--- src/rtl/lsu_mem_ctrl.sv ---
// Load/store initiator for a byte-masked, word-indexed data memory with combinational read data.
// Define MISALIGN_SPLIT_EN to complete word-crossing accesses as two word accesses; otherwise they return an error.
module lsu_mem_ctrl #(
    parameter int ADDR_W = 32
) (
    input  logic              i_clk,
    input  logic              i_reset,
    input  logic              i_req_valid,
    output logic              o_req_ready,
    input  logic              i_req_we,
    input  logic [2:0]        i_req_funct3,
    input  logic [31:0]       i_req_addr,
    input  logic [31:0]       i_req_wdata,
    output logic              o_rsp_valid,
    output logic [31:0]       o_rsp_rdata,
    output logic              o_rsp_err,
    output logic [ADDR_W-1:0] o_mem_addr,
    output logic [31:0]       o_mem_wdata,
    output logic [3:0]        o_mem_bmask,
    output logic              o_mem_wren,
    input  logic [31:0]       i_mem_rdata
);

    typedef enum logic [1:0] {
        IDLE = 2'd0,
        ACC0 = 2'd1,
        ACC1 = 2'd2,
        RESP = 2'd3
    } state_t;

    function automatic logic legal_f(input logic we, input logic [2:0] f3);
        logic ok;
        case (f3)
            3'b000, 3'b001, 3'b010: ok = 1'b1;
            3'b100, 3'b101:         ok = ~we;
            default:                ok = 1'b0;
        endcase
        return ok;
    endfunction

    function automatic logic [2:0] size_f(input logic [1:0] sz);
        logic [2:0] n;
        case (sz)
            2'b00:   n = 3'd1;
            2'b01:   n = 3'd2;
            2'b10:   n = 3'd4;
            default: n = 3'd0;
        endcase
        return n;
    endfunction

    function automatic logic [3:0] size_mask_f(input logic [1:0] sz);
        logic [3:0] m;
        case (sz)
            2'b00:   m = 4'b0001;
            2'b01:   m = 4'b0011;
            2'b10:   m = 4'b1111;
            default: m = 4'b0000;
        endcase
        return m;
    endfunction

    // Lane-align a (possibly two-word) load and extend it to 32 bits.
    function automatic logic [31:0] load_extend_f(input logic [63:0] dw, input logic [1:0] off,
                                                  input logic [2:0] f3);
        logic [31:0] sh;
        logic [31:0] r;
        sh = 32'(dw >> {off, 3'b000});
        case (f3)
            3'b000:  r = {{24{sh[7]}}, sh[7:0]};
            3'b001:  r = {{16{sh[15]}}, sh[15:0]};
            3'b010:  r = sh;
            3'b100:  r = {24'h000000, sh[7:0]};
            3'b101:  r = {16'h0000, sh[15:0]};
            default: r = 32'h0000_0000;
        endcase
        return r;
    endfunction

    state_t      state_q, state_d;
    logic        we_q, we_d;
    logic [2:0]  f3_q, f3_d;
    logic [31:0] addr_q, addr_d;
    logic [31:0] wdata_q, wdata_d;
    logic        err_q, err_d;
    logic [31:0] lo_word_q, lo_word_d;
`ifdef MISALIGN_SPLIT_EN
    logic        cross_q, cross_d;
    logic [31:0] hi_word_q, hi_word_d;
`endif

    logic              cross_in_s;
    logic              illegal_in_s;
    logic [ADDR_W-1:0] word_idx_s;
    logic [63:0]       load_dw_s;
    logic [3:0]        bmask_lo_s;

    assign cross_in_s   = ({1'b0, i_req_addr[1:0]} + size_f(i_req_funct3[1:0])) > 3'd4;
    assign illegal_in_s = ~legal_f(i_req_we, i_req_funct3);
    assign word_idx_s   = ADDR_W'(addr_q >> 2);

`ifdef MISALIGN_SPLIT_EN
    logic [7:0] bmask_wide_s;
    logic [3:0] bmask_hi_s;
    assign bmask_wide_s = {4'b0000, size_mask_f(f3_q[1:0])} << addr_q[1:0];
    assign bmask_lo_s   = bmask_wide_s[3:0];
    assign bmask_hi_s   = bmask_wide_s[7:4];
    assign load_dw_s    = {hi_word_q, lo_word_q};
`else
    assign bmask_lo_s   = size_mask_f(f3_q[1:0]) << addr_q[1:0];
    assign load_dw_s    = {32'h0000_0000, lo_word_q};
`endif

    // Next-state and request/capture register update.
    always_comb begin
        state_d   = state_q;
        we_d      = we_q;
        f3_d      = f3_q;
        addr_d    = addr_q;
        wdata_d   = wdata_q;
        err_d     = err_q;
        lo_word_d = lo_word_q;
`ifdef MISALIGN_SPLIT_EN
        cross_d   = cross_q;
        hi_word_d = hi_word_q;
`endif
        case (state_q)
            IDLE: begin
                if (i_req_valid) begin
                    we_d    = i_req_we;
                    f3_d    = i_req_funct3;
                    addr_d  = i_req_addr;
                    wdata_d = i_req_wdata;
`ifdef MISALIGN_SPLIT_EN
                    cross_d = cross_in_s;
                    err_d   = illegal_in_s;
`else
                    err_d   = illegal_in_s | cross_in_s;
`endif
                    state_d = ACC0;
                end else begin
                    state_d = IDLE;
                end
            end
            ACC0: begin
                lo_word_d = i_mem_rdata;
`ifdef MISALIGN_SPLIT_EN
                if (cross_q && !err_q) begin
                    state_d = ACC1;
                end else begin
                    state_d = RESP;
                end
`else
                state_d = RESP;
`endif
            end
`ifdef MISALIGN_SPLIT_EN
            ACC1: begin
                hi_word_d = i_mem_rdata;
                state_d   = RESP;
            end
`endif
            RESP:    state_d = IDLE;
            default: state_d = IDLE;
        endcase
    end

    // Moore outputs decoded from the registered state and latched request.
    always_comb begin
        o_req_ready = (state_q == IDLE);
        o_rsp_valid = 1'b0;
        o_rsp_rdata = 32'h0000_0000;
        o_rsp_err   = 1'b0;
        o_mem_addr  = '0;
        o_mem_wdata = 32'h0000_0000;
        o_mem_bmask = 4'b0000;
        o_mem_wren  = 1'b0;
        case (state_q)
            ACC0: begin
                o_mem_addr = word_idx_s;
                if (we_q && !err_q) begin
                    o_mem_wren  = 1'b1;
                    o_mem_bmask = bmask_lo_s;
                    o_mem_wdata = wdata_q << {addr_q[1:0], 3'b000};
                end else begin
                    o_mem_wren  = 1'b0;
                end
            end
`ifdef MISALIGN_SPLIT_EN
            ACC1: begin
                o_mem_addr = word_idx_s + ADDR_W'(1);
                if (we_q && !err_q) begin
                    o_mem_wren  = 1'b1;
                    o_mem_bmask = bmask_hi_s;
                    // ACC1 is only reached with off in 1..3, so the shift stays below 32.
                    o_mem_wdata = wdata_q >> {(3'd4 - {1'b0, addr_q[1:0]}), 3'b000};
                end else begin
                    o_mem_wren  = 1'b0;
                end
            end
`endif
            RESP: begin
                o_rsp_valid = 1'b1;
                o_rsp_err   = err_q;
                if (!we_q && !err_q) begin
                    o_rsp_rdata = load_extend_f(load_dw_s, addr_q[1:0], f3_q);
                end else begin
                    o_rsp_rdata = 32'h0000_0000;
                end
            end
            default: o_req_ready = (state_q == IDLE);
        endcase
    end

    // State and request registers; reset abandons any in-flight access.
    always_ff @(posedge i_clk or posedge i_reset) begin
        if (i_reset) begin
            state_q   <= IDLE;
            we_q      <= 1'b0;
            f3_q      <= 3'b000;
            addr_q    <= 32'h0000_0000;
            wdata_q   <= 32'h0000_0000;
            err_q     <= 1'b0;
            lo_word_q <= 32'h0000_0000;
`ifdef MISALIGN_SPLIT_EN
            cross_q   <= 1'b0;
            hi_word_q <= 32'h0000_0000;
`endif
        end else begin
            state_q   <= state_d;
            we_q      <= we_d;
            f3_q      <= f3_d;
            addr_q    <= addr_d;
            wdata_q   <= wdata_d;
            err_q     <= err_d;
            lo_word_q <= lo_word_d;
`ifdef MISALIGN_SPLIT_EN
            cross_q   <= cross_d;
            hi_word_q <= hi_word_d;
`endif
        end
    end

endmodule

--- config.mk ---
export PLATFORM = sky130hd
export DESIGN_NAME = lsu_mem_ctrl
export DESIGN_NICKNAME = d
export VERILOG_FILES = /design/src/rtl/lsu_mem_ctrl.sv
export SDC_FILE = /design/constraint.sdc
export NUM_CORES = 1
export LEC_CHECK = 0
export ABC_AREA = 1
export ABC_CLOCK_PERIOD_IN_PS = 3400
export CORE_ASPECT_RATIO = 2
export CORE_MARGIN = 10
export CORE_UTILIZATION = 41
export CTS_CLUSTER_SIZE = 30
export DETAILED_ROUTE_END_ITERATION = 10
export PLACE_DENSITY = 0.77
export SLEW_MARGIN = 20
export SYNTH_ARGS = -nofsm -noshare
export SYNTH_HDL_FRONTEND = slang
export SYNTH_SLANG_ARGS = --single-unit
--- constraint.sdc ---
create_clock -name i_clk -period 3.4 [get_ports i_clk]
set_input_delay 0.68 -clock i_clk [delete_from_list [all_inputs] [get_ports i_clk]]
set_output_delay 0.68 -clock i_clk [all_outputs]
set_load 0.1 [all_outputs]
# Word level (Yosys, flattened, before mapping)
# Index checks and enable logic that the tools add are counted.
# op_classes
addsub	1
multipliers	0
div	0
magnitude_cmp	1
eq_ne	14
shifts	3
muxes	17
bitwise	3
reduce_logical	12
# op_table
cell	count
$pmux 32 s5	1
$mux 32	4
$shl 32x5->32	1
$shr 32x5->32	1
$mux 30	1
$eq 3x3->1 const B	4
$pmux 4 s3	1
$pmux 3 s3	1
$mux 4	2
$eq 2x1->1 const B	3
$eq 2x2->1 const B	3
$eq 3x1->1 const B	2
$eq 3x2->1 const B	2
$logic_not 2->1	3
$logic_not 3->1	2
$mux 1	5
$pmux 2 s2	1
$shl 4x2->4	1
$add 2x3->3	1
$gt 3x3->1 const B	1
$reduce_or 3->1	1
$logic_and 1x1->1	2
$logic_not 1->1	2
$not 1->1	2
4 further kinds	4
# word_totals
ff_bits	103
latch_bits	0
mem_bits_rw	0
rom_bits	0
in_bits	103
out_inout_bits	104
mem_count	0

# Depth between registers and ports, before layout
# Gate-level depths: netlist (run 1).
# depth
ltp_word	5
depth_mapped	9

# Worst setup path before layout (run 1)
# Ideal clock, no wire load.
# synth_path
path_type	register -> output
start	register addr_q[0]
end	output o_mem_bmask[3]
arrival_time_ns	3.069
t_required_ns	2.720
path_slack_ns	-0.349
path_stages_with_launch	6
path_buffers	2
cell_sequence	dfrtp_1 > buf_4 > buf_4 > nand2_1 > o21ai_0 > a211oi_1
# synth_between
elab_chain_len	3
# synth_lines
item	line_no	source
start: declaration	83	logic [31:0] addr_q, addr_d;
start signal: assignment	233	addr_q <= addr_d;
$shl 4x2->4	110	assign bmask_lo_s = size_mask_f(f3_q[1:0]) << addr_q[1:0];
$mux 4	181	if (we_q && !err_q) begin
$mux 4	178	case (state_q)
end: declaration	19	output logic [3:0] o_mem_bmask,
# No other way between the ends.

# Worst setup path in the final report (run 1)
# layout_path
start	register addr_q[1]
end	output o_rsp_rdata[10]
# layout_between
elab_chain_len	4
# layout_lines
item	line_no	source
$shr 32x5->32	68	sh = 32'(dw >> {off, 3'b000});
$pmux 32 s5	69	case (f3)
$mux 32	205	if (!we_q && !err_q) begin
$mux 32	178	
end: declaration	15	output logic [31:0] o_rsp_rdata,
# No other way between the ends.

==> flow_metrics.tcl, run 1 <==
set metrics [dict create \
    num_rows 61 \
    slew_violations 0 \
    preCtsSetupSlack_ns 0.464 \
    cts_sinks 103 \
    fin_skew_ns 0.0147 \
    detail_route.first_pass.iterations 6 \
    core_mm2 0.0140 \
    synth_cell_types 31 \
    grt_overflow 0 \
    grt_pass1_wl_um 33200 \
    ys_ff_latch 103 \
    rsz0062_at_grt "false" \
    tritoncts "yes" \
    swShare_pct 53.3 \
    switchingPower_w 0.00475 \
    viasPerCell 4.86 \
    layout_common_cells "nand2_1, clkdlybuf4s50_1, dfrtp_1" \
    grt_usage_pct 21.0 \
    fin_crit_ns 3.06 \
    num_io_pins 207 \
    drive_gt1_share_pct 15.1 \
    fin_setup_tns_ns 0 \
    worst_pin_slew_ns 0.621 \
    power_density_mw_per_mm2 964 \
    gp_congestion 0.977 \
    holdPathEnd "lo_word_q[3]" \
    yosys_warnings 0 \
    synthesis.instances 846 \
    fin_ws_ns 0.343 \
    die_w_um 105 \
    post-route-period-util_pct 89.9 \
    ir_drop_uv 613 \
    hpwl_um 16400 \
    clkPwrFrac_pct 12.1 \
    worst_setup_path_end_kind "output port" \
    critPathKind "reg -> out" \
    r2r-end "lo_word_q[6]" \
    sequentialPowerShare_pct 25.7 \
    grt_max_degree 60 \
    post_cts.repair.setup_buffers 0 \
    syn_area_per_cell_um2 6.93 \
    worst_hold_path_type "reg -> reg" \
    intPower_w 0.00417 \
    drt-initial-drc-count 287 \
    syn_area_mm2 0.00587 \
    power.total_w 0.00893 \
    combPwrFrac_pct 62.3 \
    htree_levels 3 \
    grt_antenna_before_repair 4 \
    ys_seq_area_share_pct 43.9 \
    clock_latency_ns 0.35 \
    vias 5934 \
    status "completed" \
    path_max_fanout 28 \
    fmax_mhz 327 \
    cp.arrival_ns 2.38 \
    relSlewSlack_pct 58.2 \
    root_buffer "clkbuf_16" \
    r2r_slack_ns 1.53 \
    r2r_cells 8 \
    grt_pass1_vias 6115 \
    synthToLayoutAreaGrowth_pct 57.9 \
    cts_made_buffers 9 \
    initial_core_util_pct 42.0 \
    r2r-start "state_q[0]" \
    start_kind "register" \
    nets 1131 \
    hold_viol_final 0 \
    drc 0 \
    p_leak_nw 4.50 \
    maxCapViolCount 0 \
    clk_pin_slew_ns 0.06 \
    die_area_mm2 0.0198 \
    final_common_cell "nand2_1" \
    antenna_left 0 \
    clock_path_buffers 2 \
    die_h_um 189 \
    required_ns 2.72 \
    routed_wl_um 20900 \
    wl_per_cell_um 17.1 \
    whs_path_depth 2 \
    placement.io_buffers 204 \
    hold_start "lo_word_q[3]" \
    setup_viol 0 \
]
[worst max-delay path: stages, from the launching register on]
cell	delay, ns
dfrtp_2	0.57
inv_2	0.28
nand3_1	0.21
nand3_2	0.36
a21oi_1	0.38
buf_12	0.22
[Yosys cell counts]
cell      count  share of area, %
o21ai_0      58               4.9
nor2_2        2              0.21
nand3_4       1              0.30
xnor2_1       1              0.15
nor3_1        1             0.085
buf_6         5              0.96
nand3_1      57               4.9
fa_1          1              0.34
nand2_2       2              0.21
o21ai_1       1             0.085
ha_1          5               1.1
mux2i_1       8               1.4
nand2_1     383                25
nand3_2       2              0.34
buf_4        14               1.8
clkbuf_1     13              0.83
a21oi_1      10              0.85
nor2_1       69               4.4
buf_1         1             0.064
inv_1        66               4.2
inv_4         1              0.11
conb_1        1             0.064
buf_2        20               1.7
a211oi_1      1              0.13
o21ai_4       1              0.28
inv_2         6              0.38
a31oi_1       8              0.85
dfrtp_1     103                44
nor2_4        1              0.19
nand2_4       3              0.58
nor3_2        1              0.17
[cell type report]
type                       instances  area, um2
tap                              189        236
timing repair buffer             217       3140
multi-input combinational        618       2710
antenna                            4       10.0
sequential                       103       2580
fill                            1169       4700
inverter                          73        279
clock inverter                     5       63.8
clock buffer                      11        243
[flip-flops by register name, indices dropped and copies added, names as in the netlist]
register / flops
we_q: 1
wdata_q: 32
f3_q: 3
err_q: 1
lo_word_q: 32
state_q: 2
addr_q: 32
[per-stage QoR]
| step | area, um2 | std cells | hold slack [ns] | utilization [%] |
|---|---|---|---|---|
| floorplan | 5880 | 847 | 0.442 | - |
| global placement | 8940 | 1200 | 0.457 | 64.0 |
| detailed placement | 8940 | 1200 | 0.461 | 64.0 |
| CTS | 9250 | 1216 | 0.477 | 66.2 |
| global route | 9260 | 1220 | 0.508 | 66.3 |
| finish | 9260 | 1220 | 0.479 | 66.3 |
[kinds of logic after synthesis]
kind of cell	after synthesis	synth area share (%)
and+or+nand+nor	522	35.9
buffers and inverters	126	10.1
DFF	103	43.9
AOI/OAI and AO/OA	79	7.14
muxes	8	1.36
adders and majority gates	6	1.41
other	1	0.0639
xor gates and xnor gates	1	0.149
[worst max-delay path by stage]
| stage | startpoint | endpoint | cells after the start |
|---|---|---|---|
| 6_report | addr_q[1] | o_rsp_rdata[10] | 5 |
| 5_1_grt | addr_q[1] | o_rsp_rdata[10] | 5 |
| 4_1_cts | addr_q[1] | o_rsp_rdata[10] | 5 |
| 3_5_place_dp | addr_q[1] | o_rsp_rdata[10] | 5 |
| 3_3_place_gp | addr_q[1] | o_rsp_rdata[14] | 5 |
| 2_1_floorplan | i_reset | addr_q[0] | 1 |
[power by group through the flow]
| stage | registers [W] | logic, W | clock network [W] |
|---|---|---|---|
| detailed placement | 0.00229 | 0.00558 | 0 |
| global placement | 0.00227 | 0.00549 | 0 |
| finish | 0.00229 | 0.00556 | 0.00108 |
| CTS | 0.00227 | 0.00559 | 0.00110 |
| global route | 0.00235 | 0.00601 | 0.00115 |
| floorplan | 0.00212 | 0.00394 | 0 |
[per-layer routing]
metal  global-route usage, %  wire length (um)
met5                       0                 0
met3                    5.34              1300
met2                    39.4             11600
met4                    11.5               996
met1                    20.2              7020
[repair_timing]
item	in CTS	in global routing
setup endpoints to repair	0	24
hold buffers	0	0
resized for setup	0	2
endpoints found under the hold margin	0	0
Power figures use the tool's default switching activity.
==> run 2: changes to the inputs <==
ABC_CLOCK_PERIOD_IN_PS = default   (was 3400)
==> results of run 2 <==
Final layout, timing and power as in run 1 (identical DEF).
==> run 3: changes to the inputs <==
HOLD_SLACK_MARGIN = 0.06   (was default)
==> results of run 3 <==
Final layout, timing and power as in run 1 (identical DEF).
